### src/rtl/vga_text_renderer.sv
// vga_text_renderer: 80x60 text-mode pixel pipeline with font lookup and blinking block cursor
// Five-stage pipeline: address, RAM read, font address, ROM read, colour; sync/blank ride alongside.
module vga_text_renderer #(
    parameter int HORIZ_PIXELS = 640,
    parameter int VERT_PIXELS = 480,
    parameter int COLS = 80,
    parameter int ROWS = 60,
    parameter logic [7:0] FG_COLOR = 8'hFF,
    parameter logic [7:0] BG_COLOR = 8'h00,
    parameter int BLINK_BITS = 5
) (
    input  logic pixel_clk,
    input  logic reset,
    input  logic hsync_in,
    input  logic vsync_in,
    input  logic blank_in,
    input  logic [$clog2(HORIZ_PIXELS)-1:0] x,
    input  logic [$clog2(VERT_PIXELS)-1:0] y,
    input  logic cursor_en,
    input  logic [6:0] cursor_col,
    input  logic [5:0] cursor_row,
    output logic [$clog2(COLS*ROWS)-1:0] char_addr,
    input  logic [7:0] char_data,
    output logic [10:0] font_addr,
    input  logic [7:0] font_data,
    output logic hsync_out,
    output logic vsync_out,
    output logic [7:0] rgb
);
    localparam int XW = $clog2(HORIZ_PIXELS);
    localparam int YW = $clog2(VERT_PIXELS);
    localparam int AW = $clog2(COLS*ROWS);
    logic [4:0] hs_sr, vs_sr;
    logic [3:0] bl_sr, hit_sr;
    logic [3:0][2:0] xl_sr;
    logic [1:0][2:0] yl_sr;
    logic vs_q;
    logic [BLINK_BITS-1:0] blink_cnt;
    logic hit, pix;
    assign hit = cursor_en && (x[XW-1:3] == cursor_col) && (y[YW-1:3] == cursor_row);
    // Glyph bit 7 is the leftmost pixel; the cursor inverts it during the on-phase.
    assign pix = font_data[3'd7 - xl_sr[3]] ^ (hit_sr[3] & blink_cnt[BLINK_BITS-1]);
    assign hsync_out = hs_sr[4];
    assign vsync_out = vs_sr[4];
    always_ff @(posedge pixel_clk or posedge reset) begin
        if (reset) begin
            char_addr <= '0;
            font_addr <= '0;
            rgb <= '0;
            hs_sr <= '1;
            vs_sr <= '1;
            bl_sr <= '1;
            hit_sr <= '0;
            xl_sr <= '0;
            yl_sr <= '0;
            vs_q <= 1'b1;
            blink_cnt <= '0;
        end else begin
            char_addr <= AW'(32'(y[YW-1:3]) * COLS + 32'(x[XW-1:3]));
            font_addr <= {char_data, yl_sr[1]};
            hs_sr <= {hs_sr[3:0], hsync_in};
            vs_sr <= {vs_sr[3:0], vsync_in};
            bl_sr <= {bl_sr[2:0], blank_in};
            hit_sr <= {hit_sr[2:0], hit};
            xl_sr <= {xl_sr[2:0], x[2:0]};
            yl_sr <= {yl_sr[0], y[2:0]};
            vs_q <= vsync_in;
            if (vs_q && !vsync_in) blink_cnt <= blink_cnt + BLINK_BITS'(1);
            rgb <= bl_sr[3] ? 8'h00 : (pix ? FG_COLOR : BG_COLOR);
        end
    end
endmodule

### config.mk
export PLATFORM = sky130hd
export DESIGN_NAME = vga_text_renderer
export DESIGN_NICKNAME = d
export VERILOG_FILES = /design/src/rtl/vga_text_renderer.sv
export SDC_FILE = /design/constraint.sdc
export NUM_CORES = 1
export LEC_CHECK = 0
export CORE_ASPECT_RATIO = 0.9
export CORE_MARGIN = 4
export CORE_UTILIZATION = 47
export CTS_CLUSTER_SIZE = 12
export DETAILED_ROUTE_END_ITERATION = 16
export GPL_ROUTABILITY_DRIVEN = 0
export PLACE_DENSITY = 0.84
export SYNTH_ARGS = -nofsm -noshare
export SYNTH_HDL_FRONTEND = slang
export SYNTH_SLANG_ARGS = --single-unit
### constraint.sdc
create_clock -name pixel_clk -period 6.2 [get_ports pixel_clk]
set_input_delay 1.55 -clock pixel_clk [delete_from_list [all_inputs] [get_ports pixel_clk]]
set_output_delay 1.55 -clock pixel_clk [all_outputs]
set_load 0.05 [all_outputs]
==> impl_metrics.json <==
{
  "outcome": "completed",
  "min_period_ps": 3720,
  "postRouteAntennaNets": 0,
  "portBuffers": 87,
  "irDropWorstVdd_mv": 0.169,
  "nets": 315,
  "drive_gt1_share_pct": 13.9,
  "cp.required_ps": 6450,
  "gr-total-overflow": 0,
  "cts_made_buffers": 9,
  "synth_nets": 223,
  "cp-end-kind": "register",
  "fp.dieH_um": 76.2,
  "post-route-period-util_pct": 60.0,
  "r2r-end": "rgb[6]",
  "antenna_found_initial": 0,
  "final_common_cell": "clkdlybuf4s50_1",
  "setup_slack_ps": 2480,
  "rr_worst_depth": 4,
  "ys_seq_area_share_pct": 68.7,
  "cts_resized": 0,
  "core_sq_um": 4920,
  "initial_core_util_pct": 49.3,
  "fmax_mhz": 269,
  "synth_ff_type": "dfrtp_1",
  "first_iter_violations": 84,
  "dp_slack_ps": 2130,
  "fin_worst_skew_ps": 3.48,
  "layout_common_cells": "clkdlybuf4s50_1, dfrtp_1, xnor2_1",
  "die_area_sq_um": 6390,
  "reg2reg_slack_ps": 4690,
  "setup_viol": 0,
  "rsz0062_at_grt": "no",
  "synth-xor-area-share_pct": 9.01,
  "post_cts_buffers": 0,
  "synth-compound-area-share_pct": 2.68,
  "cp-start-kind": "input port",
  "synth_top_family_by_area": "XOR/XNOR gates",
  "synthCells": 155,
  "core.rowCount": 24,
  "clockBufferDepth": 2,
  "worstPathArrival_ps": 3970,
  "ys_types": 30,
  "finalHoldViolCount": 0,
  "synth-simple-area-share_pct": 6.44,
  "htree_levels": 3,
  "wire_per_inst_um": 14.2,
  "synth_warnings": 0,
  "diodes": 0,
  "p_leak_nw": 1.50,
  "grt_pass1_wl_um": 7600,
  "cellPowerDensity_nw_per_um2": 304,
  "muxShareOfSynthArea_pct": 3.04,
  "grt_use_met2_pct": 27.9,
  "ctsHoldBuffers": 0,
  "synth_seq_cells": 66,
  "drt_first_pass_iters": 4,
  "syn_area_sq_um": 2430,
  "ios": 88,
  "die_x_um": 83.8,
  "maxCapViolations": 0,
  "tightest_slew_ps": 761,
  "timing.hold.ws_ps": 348,
  "drv_slew": 0,
  "fillCellCount": 363,
  "grt_usage_pct": 15.7,
  "tritoncts": "built",
  "syn2layout_area_growth_pct": 44.7,
  "post_drt_via_cell_ratio": 4.77,
  "crit_type": "input port to register",
  "num_vias": 1512,
  "avgSynthCellArea_sq_um": 15.7,
  "dp_hpwl_um": 3560,
  "drt_wl_total_um": 4500,
  "clk_pin_slew_worst_paths_ps": 70,
  "min-delay-start": "yl_sr[5]",
  "busiest_layer": "met2",
  "yosys.area_share.adder_pct": 7.83,
  "cp_max_fo": 4,
  "holdPathEnd": "font_addr[2]",
  "grt_pass1_vias": 1680,
  "synth_edf_count": 0,
  "grt_use_met1_pct": 15.4,
  "reg2reg_from": "xl_sr[9]",
  "fin_tns_setup_ps": 0,
  "clockRootBuffer": "clkbuf_8",
  "holdPathStages": 0,
  "grtUsageMet3_pct": 7.89,
  "drc_errors": 0,
  "clk_latency_ps": 330,
  "cts.sink_count": 66,
  "max_slew_margin_pct": 49.3,
  "synth_async_sr_flop_share_pct": 100,
  "worstHoldPathType": "register to register",
  "grt_max_degree": 67
}
==> area by class of cell <==
type	count	area, sq um	area share (%)
Clock inverter	6	41.3	1.17
Tap cell	65	81.3	2.31
Sequential cell	66	1670	47.5
Timing Repair Buffer	88	878	25.0
Clock buffer	10	138	3.91
Inverter	1	3.75	0.107
Multi-Input combinational cell	81	704	20.0
==> per-stage QoR <==
stage	instances	power, mW	utilization (%)	instance area [sq um]
floorplan	155	0.668	-	2430
global placement	301	0.760	67.8	3340
detailed placement	301	0.770	67.8	3340
CTS	317	1.09	71.4	3520
global route	317	1.13	71.4	3520
finish	317	1.07	71.4	3520
==> logic make-up (layout without fill, tap and decap cells) <==
family,after synthesis,count (layout)
DFF,66,66
AOI/OAI and AO/OA,11,11
buffers and inverters,8,105
and+or+nand+nor,27,27
muxes,4,4
adders and majority gates,14,14
xor gates and xnor gates,25,25
==> power by group <==
part	total [mW]	switching [mW]	leakage, nW	internal [mW]
clock network	0.311	0.156	0.0847	0.155
registers	0.501	0.0225	0.767	0.479
logic	0.256	0.146	0.646	0.110
total	1.07	0.324	1.50	0.745
==> worst max-delay path: stages <==
cell	delay, ps
clkdlybuf4s50_1	600
ha_1	280
ha_1	230
fa_1	410
xor2_1	270
and4b_1	320
nand3_1	100
o211ai_1	200
==> registers in the layout (all words and copies together), names as in the netlist, 5 cells and up <==
register   count
yl_sr          6
char_addr     13
xl_sr         12
hs_sr          5
blink_cnt      5
vs_sr          5
font_addr     11
==> how the worst max path moves through the flow <==
stage	to	slack, ps	from
3_5_place_dp	char_addr[12]	2130	y[4]
5_1_grt	char_addr[12]	2380	y[4]
3_3_place_gp	char_addr[12]	2280	y[4]
6_report	char_addr[12]	2480	y[4]
2_1_floorplan	char_addr[12]	2910	y[4]
4_1_cts	char_addr[12]	2490	y[4]
==> routing by layer <==
layer / part of all wire (%) / vias to the layer above / wire length [um]
met1: 37 / 722 / 1680
met4: 1.3 / 0 / 60
li1: - / 711 / -
met2: 52 / 72 / 2340
met5: 0 / - / 0
met3: 9.4 / 7 / 424
==> cell usage after synthesis, types with 2 or more instances <==
library cell,n,area (sq um)
ha_1,12,150
dfrtp_1,52,1300
xnor2_1,17,149
nand2_1,5,18.8
nand4_1,5,31.3
mux4_1,2,52.6
nor2_1,2,7.51
a21oi_1,6,30.0
a21o_1,2,15.0
fa_1,2,40.0
nand3_1,5,25.0
buf_4,7,52.6
xor2_1,8,70.1
dfstp_2,14,368
(Power assumes the default switching activity.)
